**src/rtl/morse_pkg.sv**
```systemverilog
// Shared Morse timing definitions: key FSM state type and default tick thresholds
// used by the key timer, game control and scoring blocks.
package morse_pkg;

   typedef enum logic [1:0] {
      IDLE,
      PRESS,
      GAP
   } key_state_t;

   localparam int unsigned DASH_TICKS_DEF       = 3;
   localparam int unsigned LETTER_GAP_TICKS_DEF = 3;
   localparam int unsigned WORD_GAP_TICKS_DEF   = 7;

endpackage

```
**src/rtl/morse_key_timer_if.sv**
```systemverilog
// Event bundle from the key timer to game control: symbol, gap pulses and busy.
interface morse_key_timer_if;

   logic sym_valid;
   logic sym_dash;
   logic letter_end;
   logic word_end;
   logic busy;

   modport master (
      output sym_valid,
      output sym_dash,
      output letter_end,
      output word_end,
      output busy
   );

   modport slave (
      input sym_valid,
      input sym_dash,
      input letter_end,
      input word_end,
      input busy
   );

endinterface

```
**src/rtl/morse_tick_cnt.sv**
```systemverilog
// Saturating duration counter advanced by the 100 ms tick; clr beats tick.
module morse_tick_cnt #(
   parameter int unsigned CNT_W = 4
) (
   input  logic             clk,
   input  logic             rst,
   input  logic             clr,
   input  logic             tick,
   output logic [CNT_W-1:0] count
);

   always_ff @(posedge clk or negedge rst) begin
      if (!rst) begin
         count <= '0;
      end else if (clr) begin
         count <= '0;
      end else if (tick && (count != '1)) begin
         count <= count + CNT_W'(1);
      end
   end

endmodule

```
**src/rtl/morse_key_timer.sv**
```systemverilog
// Classifies debounced key activity into dot/dash symbols and letter/word gaps,
// timed by the shared 100 ms tick; all event outputs are registered pulses.
module morse_key_timer
   import morse_pkg::*;
#(
   parameter int unsigned DASH_TICKS       = DASH_TICKS_DEF,
   parameter int unsigned LETTER_GAP_TICKS = LETTER_GAP_TICKS_DEF,
   parameter int unsigned WORD_GAP_TICKS   = WORD_GAP_TICKS_DEF,
   parameter int unsigned CNT_W            = 4
) (
   input  logic               clk,
   input  logic               rst,
   input  logic               HundredmsTimeOut,
   input  logic               enable,
   input  logic               key,
   morse_key_timer_if.master  ev
);

   localparam logic [CNT_W-1:0] DASH_C   = CNT_W'(DASH_TICKS);
   localparam logic [CNT_W-1:0] LETTER_C = CNT_W'(LETTER_GAP_TICKS);
   localparam logic [CNT_W-1:0] WORD_C   = CNT_W'(WORD_GAP_TICKS);

   key_state_t       state, state_n;
   logic             key_q;
   logic             rise, fall;
   logic             clr, tick_en;
   logic [CNT_W-1:0] cnt, cnt_inc;
   logic             sv_n, dash_n, le_n, we_n;

   // key_q tracks key even while disabled so a held key never looks like a fresh press
   always_ff @(posedge clk or negedge rst) begin
      if (!rst) key_q <= 1'b0;
      else      key_q <= key;
   end

   assign rise    = key & ~key_q;
   assign fall    = ~key & key_q;
   assign tick_en = HundredmsTimeOut & enable & (state != IDLE);
   assign cnt_inc = (cnt == '1) ? cnt : cnt + CNT_W'(1);

   morse_tick_cnt #(.CNT_W(CNT_W)) u_cnt (
      .clk   (clk),
      .rst   (rst),
      .clr   (clr),
      .tick  (tick_en),
      .count (cnt)
   );

   always_comb begin
      state_n = state;
      clr     = 1'b0;
      sv_n    = 1'b0;
      dash_n  = 1'b0;
      le_n    = 1'b0;
      we_n    = 1'b0;
      if (!enable) begin
         state_n = IDLE;
         clr     = 1'b1;
      end else begin
         unique case (state)
            IDLE: begin
               if (rise) begin
                  state_n = PRESS;
                  clr     = 1'b1;
               end
            end
            PRESS: begin
               if (fall) begin
                  sv_n    = 1'b1;
                  dash_n  = (cnt >= DASH_C);
                  state_n = GAP;
                  clr     = 1'b1;
               end
            end
            GAP: begin
               if (rise) begin
                  state_n = PRESS;
                  clr     = 1'b1;
               end else if (HundredmsTimeOut) begin
                  // thresholds are judged on the value this tick is about to store
                  le_n = (cnt_inc == LETTER_C);
                  if (cnt_inc == WORD_C) begin
                     we_n    = 1'b1;
                     state_n = IDLE;
                     clr     = 1'b1;
                  end
               end
            end
            default: begin
               state_n = IDLE;
               clr     = 1'b1;
            end
         endcase
      end
   end

   always_ff @(posedge clk or negedge rst) begin
      if (!rst) begin
         state         <= IDLE;
         ev.sym_valid  <= 1'b0;
         ev.sym_dash   <= 1'b0;
         ev.letter_end <= 1'b0;
         ev.word_end   <= 1'b0;
         ev.busy       <= 1'b0;
      end else begin
         state         <= state_n;
         ev.sym_valid  <= sv_n;
         ev.sym_dash   <= dash_n;
         ev.letter_end <= le_n;
         ev.word_end   <= we_n;
         ev.busy       <= (state_n != IDLE);
      end
   end

endmodule

```
**src/flat_wrapper.sv**
```systemverilog
// flat-port wrapper written by rule: the top's interface ports become plain ports
module morse_key_timer_flat import morse_pkg::*;
#(
   parameter int unsigned DASH_TICKS       = DASH_TICKS_DEF,
   parameter int unsigned LETTER_GAP_TICKS = LETTER_GAP_TICKS_DEF,
   parameter int unsigned WORD_GAP_TICKS   = WORD_GAP_TICKS_DEF,
   parameter int unsigned CNT_W            = 4
)
  (clk, rst, HundredmsTimeOut, enable, key, ev_sym_valid, ev_sym_dash, ev_letter_end, ev_word_end, ev_busy);
  morse_key_timer_if ev_i ();
  input  logic clk;
  input  logic rst;
  input  logic HundredmsTimeOut;
  input  logic enable;
  input  logic key;
  output wire logic [$bits(ev_i.sym_valid)-1:0] ev_sym_valid;
  output wire logic [$bits(ev_i.sym_dash)-1:0] ev_sym_dash;
  output wire logic [$bits(ev_i.letter_end)-1:0] ev_letter_end;
  output wire logic [$bits(ev_i.word_end)-1:0] ev_word_end;
  output wire logic [$bits(ev_i.busy)-1:0] ev_busy;
  assign ev_sym_valid = ev_i.sym_valid;
  assign ev_sym_dash = ev_i.sym_dash;
  assign ev_letter_end = ev_i.letter_end;
  assign ev_word_end = ev_i.word_end;
  assign ev_busy = ev_i.busy;
  morse_key_timer #(.DASH_TICKS(DASH_TICKS), .LETTER_GAP_TICKS(LETTER_GAP_TICKS), .WORD_GAP_TICKS(WORD_GAP_TICKS), .CNT_W(CNT_W)) u_core (.clk(clk), .rst(rst), .HundredmsTimeOut(HundredmsTimeOut), .enable(enable), .key(key), .ev(ev_i));
endmodule
```
**config.mk**
```make
export PLATFORM = sky130hd
export DESIGN_NAME = morse_key_timer_flat
export DESIGN_NICKNAME = d
export VERILOG_FILES = /design/src/rtl/morse_pkg.sv /design/src/rtl/morse_key_timer_if.sv /design/src/rtl/morse_tick_cnt.sv /design/src/rtl/morse_key_timer.sv /design/src/flat_wrapper.sv
export SDC_FILE = /design/constraint.sdc
export NUM_CORES = 1
export LEC_CHECK = 0
export CAP_MARGIN = 0
export CORE_MARGIN = 2
export CORE_UTILIZATION = 30
export CTS_BUF_LIST = sky130_fd_sc_hd__clkbuf_4 sky130_fd_sc_hd__clkbuf_8
export DETAILED_ROUTE_END_ITERATION = 10
export GPL_ROUTABILITY_DRIVEN = 0
export GPL_TIMING_DRIVEN = 0
export PLACE_DENSITY_LB_ADDON = 0.25
export SYNTH_ARGS = -nofsm -noshare
export SYNTH_HDL_FRONTEND = slang
export SYNTH_SLANG_ARGS = --single-unit
```
**constraint.sdc**
```tcl
create_clock -name clk -period 1.69 [get_ports clk]
set_clock_uncertainty 0.2 [all_clocks]
set_input_delay 0.2535 -clock clk [delete_from_list [all_inputs] [get_ports clk]]
set_output_delay 0.2535 -clock clk [all_outputs]
set_load 0.01 [all_outputs]
```
# ---- Word-level counts from Yosys, hierarchy flattened
# Cells that the tools add are included.
dict set report op_classes {
  addsub 1
  magnitude_cmp 1
  n_eq_ne 6
  n_mux 29
  n_bitwise 6
  n_reduce_logical 5
}
# op n
set ops {}
lappend ops {{1-bit two-way mux} 18}
lappend ops {{2-bit two-way mux} 6}
lappend ops {{4-bit two-way mux} 3}
lappend ops {{2-bit case mux with 3 select lines} 1}
lappend ops {{2-bit nonzero test} 3}
lappend ops {{4-bit by 1-bit adder with 4-bit output, second input constant} 1}
lappend ops {{1-bit bitwise AND} 4}
lappend ops {{4-bit by 2-bit == test with 1-bit output, second input constant} 1}
lappend ops {{4-bit by 3-bit == test with 1-bit output, second input constant} 1}
lappend ops {{4-bit == test, second input constant} 1}
lappend ops {{4-bit by 2-bit greater-or-equal comparator with 1-bit output, second input constant} 1}
lappend ops {{4-bit != test, second input constant} 1}
lappend ops {{1-bit case mux with 3 select lines} 1}
lappend ops {{2-bit by 1-bit == test with 1-bit output, second input constant} 1}
lappend ops {{2-bit == test, second input constant} 1}
lappend ops {{2-bit zero test} 1}
lappend ops {{1-bit inverter} 2}
lappend ops {{1-bit logical AND} 1}
dict set report totals {
  register_bits 12
  in_bits 5
  output_inout_bits 5
  wordCells 56
}

# ---- Depth between registers and ports, before layout
# Gate-level depths: netlist of run 1.
dict set report logic_depth {
  ltp_word 9
  ltp_mapped 5
  ltp_nobuf 5
}

# ---- Cells and area by module
# Synthesis of run 1 repeated with hierarchy kept, for this count alone.
dict set report unflattened {
  hier_cells 56
  hier_area_um2 639.4
}
# module instances cells_per_inst area_each_um2 seq_area_each_um2
set by_module_without_submodules {}
lappend by_module_without_submodules {morse_key_timer 1 36 410.4 200.2}
lappend by_module_without_submodules {morse_tick_cnt 1 20 229.0 100.1}

# ---- Worst setup path before layout of run 1
# No wires, ideal clock.
dict set report synth_timing {
  path_kind {register -> register}
  startpoint {register u_core.u_cnt.count[0]}
  endpoint {register u_core.ev.busy}
  setup_ns 0.124
  arrival_time_ns 1.291
  t_required_ns 1.366
  slack_ns 0.075
  stages_incl_launch_ff 6
  path_buffers 0
  synth_period_minus_slack_ns 1.615
  cell_sequence {dfrtp_1 ha_1 and4bb_2 and2_1 o21ai_2 or2_1}
}
dict set report synth_between {
  elab_chain_cells 9
  word_cells_on_any_way 10
  classes_between {add/sub: 1; eq/ne: 2; mux: 6; reduce/logical: 1}
}
# element line
set synth_rtl {}
lappend synth_rtl {{from (decl)} morse_tick_cnt.sv:9} ;# output logic [CNT_W-1:0] count
lappend synth_rtl {{from (signal assigned)} morse_tick_cnt.sv:18} ;# count <= count + CNT_W'(1);
lappend synth_rtl {{4-bit by 1-bit adder with 4-bit output / 4-bit == test (equally long branches)} morse_key_timer.sv:39} ;# assign cnt_inc = (cnt == '1) ? cnt : cnt + CNT_W'(1);
lappend synth_rtl {{4-bit two-way mux (*)} morse_key_timer.sv:39}
lappend synth_rtl {{4-bit by 3-bit == test with 1-bit output (*)} morse_key_timer.sv:82} ;# if (cnt_inc == WORD_C) begin
lappend synth_rtl {{2-bit two-way mux (*)} morse_key_timer.sv:82}
lappend synth_rtl {{2-bit two-way mux (*)} morse_key_timer.sv:79} ;# end else if (HundredmsTimeOut) begin
lappend synth_rtl {{2-bit two-way mux (*)} morse_key_timer.sv:76} ;# if (rise) begin
lappend synth_rtl {{2-bit case mux with 3 select lines (*)} morse_key_timer.sv:60} ;# unique case (state)
lappend synth_rtl {{2-bit two-way mux (*)} morse_key_timer.sv:56} ;# if (!enable) begin
lappend synth_rtl {{net u_core.state_n[1]} morse_key_timer.sv:23} ;# key_state_t state, state_n;
lappend synth_rtl {{2-bit nonzero test (*)} morse_key_timer.sv:111} ;# ev.busy <= (state_n != IDLE);
lappend synth_rtl {{to (signal assigned)} morse_key_timer.sv:111}
lappend synth_rtl {{to (decl)} morse_key_timer_if.sv:15} ;# output busy
# Mark *: on every way through the listed nets, which the timed path passes. The rest lies on a longest branch.
# A chain may end at the register's enable or synchronous reset.

# ---- Final worst setup path of run 1
dict set report layout_timing {
  startpoint {register u_core.u_cnt.count[1]}
  endpoint {register u_core.ev.busy}
}
# The elaborated chain is that of the path after synthesis.

==> results.sh, run 1 <==
export IMPL_maxCapViolations=0
export IMPL_cts_sinks=12
export IMPL_die_area_um2=2190
export IMPL_post_route_min_period_ps=1680
export IMPL_worstPathArrival_ps=1650
export IMPL_maxSlewHeadroom=0.646
export IMPL_crit_type="register to register"
export IMPL_synth_nets=57
export IMPL_postRouteAntennaNets=0
export IMPL_critical_path_required_ps=1660
export IMPL_layout_commonest_cell="dfrtp_1"
export IMPL_ys_ff_latch=12
export IMPL_hpwl_um=693
export IMPL_grt_pass1_vias=353
export IMPL_root_buffer="clkbuf_4"
export IMPL_final_area_um2=741
export IMPL_power_density_nw_per_um2=774
export IMPL_firstDrtPassIters=4
export IMPL_outcome="completed"
export IMPL_fin_crit_sh=0.996
export IMPL_final_cell_mix="12 x dfrtp_1, 9 x clkdlybuf4s50_1"
export IMPL_wirelength_um=964
export IMPL_slew_violations=0
export IMPL_fin_nets=72
export IMPL_regArea_um2=300
export IMPL_areaGrowthSynthToFinish_pct=34.5
export IMPL_cts_buffer_depth=2
export IMPL_async_flop_share=1.00
export IMPL_grt_usage=0.104
export IMPL_hold_viol=0
export IMPL_ys_flop_type="dfrtp_1"
export IMPL_clock_fmax_mhz=594
export IMPL_vias_per_cell=4.60
export IMPL_rsz0062_at_grt="yes"
export IMPL_fillers=169
export IMPL_synth_edf_count=0
export IMPL_drive_above_1_share=0.169
export IMPL_yosysUniqueCellTypes=24
export IMPL_syn_inst=51
export IMPL_htreeDepth=1
export IMPL_diodes=0
export IMPL_critPathTopFamily="simple AND/OR/NAND/NOR gates"
export IMPL_tritoncts="done"
export IMPL_grt_ovfl_total=0
export IMPL_worst_path_buf_inv=0
export IMPL_cp_max_fo=3
export IMPL_grt_max_degree=13
export IMPL_numCtsBuffers=3
export IMPL_p_leak_nw=0.330
export IMPL_cp_cell_sequence="ha_4 > and4bb_2 > and2_4 > o21ai_2 > or2_1"
export IMPL_core_um2=1730
export IMPL_start_util=0.319
export IMPL_cts_hold_buf=0
export IMPL_yosys_warnings=0
export IMPL_syn_area_per_cell_um2=10.8
export IMPL_end_kind="register"
export IMPL_drc_errors=0
export IMPL_multi_input_area_um2=272
export IMPL_finalSetupViolations=0
export IMPL_antenna_found_initial=0
export IMPL_rows=15
export IMPL_grt_pass1_wl_mm=1.50
export IMPL_crit_slowest_cell="dfrtp_1"
export IMPL_hold_path_class="input pin to asynchronous set/reset pin"
export IMPL_tightest_slew_ps=530
export IMPL_yosysSeqAreaShare=0.545
export IMPL_fin_util=0.429
export IMPL_max_vdd_ir_drop_mv=0.323
export IMPL_port_buffers=9
export IMPL_drt_initial_drc_count=5
export IMPL_max_stage_delay_ps=420
export IMPL_syn_area_um2=551
export IMPL_wl_per_cell_um=10.7
export IMPL_die_y_um=46.8
export IMPL_io_pins=10
export IMPL_clk_insertion_delay_late_ps=280
export IMPL_die_x_um=46.8
export IMPL_via_count=414
export IMPL_place_area_um2=672
export IMPL_clkTransAtPathRegs_ps=70
export IMPL_cp_start_kind="register"
[layout make-up]
class / instances / share of cell area
Multi-Input combinational cell: 38 / 0.367
Clock buffer: 4 / 0.0490
Inverter: 1 / 0.00507
Timing Repair Buffer: 10 / 0.132
Tap cell: 25 / 0.0422
Sequential cell: 12 / 0.405
[logic make-up (layout without fill, tap and decap cells)]
family,Yosys count,after routing,share of synthesized area
xor+xnor,2,2,0.0318
compound gates,9,9,0.109
fa+ha+maj,1,1,0.0227
flops,12,12,0.545
simple gates,26,26,0.284
buf+inv,1,15,0.00681
[registers in the layout, indices dropped and copies added, names as in the netlist]
register / count
u_core.state: 2
u_core.ev.busy: 1
u_core.ev.sym_valid: 1
u_core.u_cnt.count: 4
u_core.ev.word_end: 1
u_core.key_q: 1
u_core.ev.sym_dash: 1
u_core.ev.letter_end: 1
[report_power, final]
group	internal [mW]	switching [mW]
sequential	0.293	0.00489
clock	0.131	0.100
combinational	0.0225	0.0215
total	0.447	0.127
[Yosys cell counts (all sizes together), types with 2 or more instances]
master	instances	area share
a21oi	3	0.027
and2	2	0.023
dfrtp	12	0.55
nand2	3	0.020
nand2b	2	0.023
nand3	4	0.036
nand4b	2	0.032
nor2	3	0.020
nor2b	3	0.034
o21ai	3	0.034
xor2	2	0.032
[worst register-to-register path, stage by stage, from the launching register on]
cell and delay (ps):
dfrtp_1 420, ha_4 280, and4bb_2 260, and2_4 150, o21ai_2 50, or2_1 200
[per-layer routing]
metal / wire length [um] / vias up / GRT usage
met5: 0 / - / 0
met4: 21 / 0 / 0.0833
met3: 63 / 3 / 0.0346
met2: 447 / 11 / 0.153
met1: 432 / 188 / 0.124
li1: - / 212 / -
[metrics by stage]
| stage | std cells | hold slack [ps] | TNS, ps | setup WS [ps] | power, mW |
|---|---|---|---|---|---|
| after floorplan | 51 | -242 | 0 | 74.8 | 0.320 |
| after global placement | 85 | 341 | -242 | -76.0 | 0.346 |
| after detailed placement | 85 | 351 | -353 | -114 | 0.346 |
| after CTS | 90 | 134 | 0 | 7.02 | 0.581 |
| after global routing | 90 | 161 | -89.8 | -44.1 | 0.604 |
| final | 90 | 118 | 0 | 6.50 | 0.573 |
[timing repair]
action,in CTS,in global routing
endpoints found under the hold margin,0,0
setup buffers,1,0
endpoints found under the setup margin,3,4
gates resized for setup,1,4
pin swaps,2,0
[path summary, 6_finish.rpt]
path | startpoint | endpoint | slack (ps) | cells past startpoint
setup / recovery | u_core.u_cnt.count[1] | u_core.ev.busy | 7 | 5
hold / removal | rst | u_core.u_cnt.count[3] | 120 | 1
setup reg to reg | u_core.u_cnt.count[1] | u_core.ev.busy | 7 | 5
hold reg to reg | u_core.u_cnt.count[1] | u_core.u_cnt.count[1] | 400 | 2
max in group asynchronous | rst | u_core.ev.sym_valid | 820 | 1
min in group clk | key | u_core.key_q | 290 | 1
Power figures use the tool's default switching activity.
==> inputs of run 2 (changes only) <==
--- a/config.mk
+++ b/config.mk
@@ -6,10 +6,10 @@
 export NUM_CORES = 1
 export LEC_CHECK = 0
 export CAP_MARGIN = 0
-export CORE_MARGIN = 2
-export CORE_UTILIZATION = 30
+export CORE_AREA = 2 2 39 41
 export CTS_BUF_LIST = sky130_fd_sc_hd__clkbuf_4 sky130_fd_sc_hd__clkbuf_8
 export DETAILED_ROUTE_END_ITERATION = 10
+export DIE_AREA = 0 0 41 43
 export GPL_ROUTABILITY_DRIVEN = 0
 export GPL_TIMING_DRIVEN = 0
 export PLACE_DENSITY_LB_ADDON = 0.25
==> run 2 against run 1 <==
Net effect:
- register-to-register slack better by 20 ps
- count of clock-buffer cells in the layout shrank 1
- critical path depth is the same
- maximum frequency rose by 1.3%
- hold slack better by 16 ps
- cell count is 11% lower
- sequential power about the same
- first-iteration DRC count grew 80%
- sequential cell count stayed put
==> results.sh, run 2 (synthesized netlist as in run 1, its figures left out) <==
export IMPL_maxCapViolations=0
export IMPL_rsz0062_at_grt="yes"
export IMPL_max_vdd_ir_drop_mv=0.442
export IMPL_end_kind="register"
export IMPL_critPathTopFamily="simple AND/OR/NAND/NOR gates"
export IMPL_post_route_min_period_ps=1660
export IMPL_htreeDepth=1
export IMPL_grtUsageMet1=0.224
export IMPL_max_stage_delay_ps=420
export IMPL_hpwl_um=744
export IMPL_wl_per_cell_um=12.6
export IMPL_tritoncts="done"
export IMPL_dp_cells=76
export IMPL_grt_usage=0.159
export IMPL_maxSlewHeadroom=0.647
export IMPL_drive_above_1_share=0.156
export IMPL_core_um2=1380
export IMPL_slew_violations=0
export IMPL_diodes=0
export IMPL_die_y_um=43
export IMPL_postRouteAntennaNets=0
export IMPL_cts_sinks=12
export IMPL_cts_buffer_depth=2
export IMPL_clk_insertion_delay_late_ps=260
export IMPL_worst_path_buf_inv=0
export IMPL_fillers=130
export IMPL_via_count=439
export IMPL_power_density_nw_per_um2=712
export IMPL_die_area_um2=1760
export IMPL_antenna_found_initial=0
export IMPL_drc_errors=0
export IMPL_fin_crit_sh=0.983
export IMPL_worstPathArrival_ps=1610
export IMPL_vias_per_cell=5.49
export IMPL_cts_hold_buf=0
export IMPL_rows=14
export IMPL_final_cell_mix="12 x dfrtp_1, 9 x clkdlybuf4s50_1"
export IMPL_grt_pass1_vias=436
export IMPL_crit_type="register to register"
export IMPL_cp_start_kind="register"
export IMPL_grt_ovfl_total=0
export IMPL_setup_tns_ps=0
export IMPL_wirelength_mm=1.01
export IMPL_io_pins=10
export IMPL_outcome="completed"
export IMPL_reg_top3="u_core.u_cnt.count (4), u_core.state (2)"
export IMPL_finalSetupViolations=0
export IMPL_tightest_slew_ps=528
export IMPL_fin_cells=80
export IMPL_root_buffer="clkbuf_4"
export IMPL_grt_use_met2=0.225
export IMPL_cp_cell_sequence="ha_4 > and4bb_2 > and2_4 > o21ai_2 > or2_1"
export IMPL_clock_fmax_mhz=602
export IMPL_critical_path_required_ps=1640
export IMPL_cp_max_fo=3
export IMPL_hold_path_class="input pin to asynchronous set/reset pin"
export IMPL_busiest_layer="met2"
export IMPL_areaGrowthSynthToFinish_pct=30.0
export IMPL_largest_reg_flops=4
export IMPL_clkTransAtPathRegs_ps=70
export IMPL_drt_initial_drc_count=9
export IMPL_die_x_um=41
export IMPL_numCtsBuffers=3
export IMPL_firstDrtPassIters=4
export IMPL_port_buffers=9
export IMPL_hold_viol=0
export IMPL_grt_max_degree=13
export IMPL_max_flop_register="u_core.u_cnt.count"
export IMPL_timing_hold_ws_ps=134
export IMPL_grt_util_met3=0.0314
export IMPL_crit_slowest_cell="dfrtp_1"
export IMPL_layout_commonest_cell="dfrtp_1"
export IMPL_start_util=0.398
export IMPL_fin_nets=72
export IMPL_p_leak_nw=0.323
export IMPL_grt_pass1_wl_mm=1.90
-- run 2: what timing repair did --
action	4_1_cts	5_1_grt
pin swaps	1	0
setup buffers	1	0
setup endpoints to repair	2	4
gates resized for setup	1	4
-- run 2: final cells by class --
type,count,area (um^2),area share
flip-flops and latches,12,300,0.420
inverters,1,3.75,0.00524
well taps,16,20.0,0.0280
repair buffers,10,97.6,0.136
clock buffers,3,22.5,0.0315
multi-input cells,38,272,0.379
-- run 2: worst paths after layout --
path	end	startpoint	depth (start not counted)	slack, ps
setup / recovery	u_core.ev.busy	u_core.u_cnt.count[1]	5	30
hold / removal	u_core.state[0]	rst	1	130
setup reg to reg	u_core.ev.busy	u_core.u_cnt.count[1]	5	30
hold reg to reg	u_core.u_cnt.count[1]	u_core.u_cnt.count[1]	2	410
max in group asynchronous	u_core.key_q	rst	1	800
min in group clk	u_core.key_q	key	1	310
-- run 2: through the flow --
stage,util,cell area (um^2),power (mW),setup WS [ps]
floorplan,-,551,0.320,74.8
CTS,0.503,696,0.515,15.1
global route,0.517,716,0.535,-48.2
finish,0.517,716,0.510,28.7
detailed placement,0.477,661,0.346,-101
global placement,0.477,661,0.345,-65.9
-- run 2: report_power, final --
part	internal, mW	switching, mW	leakage, nW
Sequential	0.293	0.00477	0.164
Clock	0.0821	0.0851	0.0138
Combinational	0.0225	0.0219	0.145
Total	0.398	0.112	0.323
-- run 2: worst reg2reg max path, cell delays in order (launching register included) --
cell and delay, ps:
dfrtp_1 420, ha_4 280, and4bb_2 260, and2_4 150
o21ai_2 50, or2_1 200
-- run 2: metal layers --
metal	wire, um	vias up
met5	0	-
met4	12	0
met3	31	2
met2	506	8
met1	456	214
li1	-	215
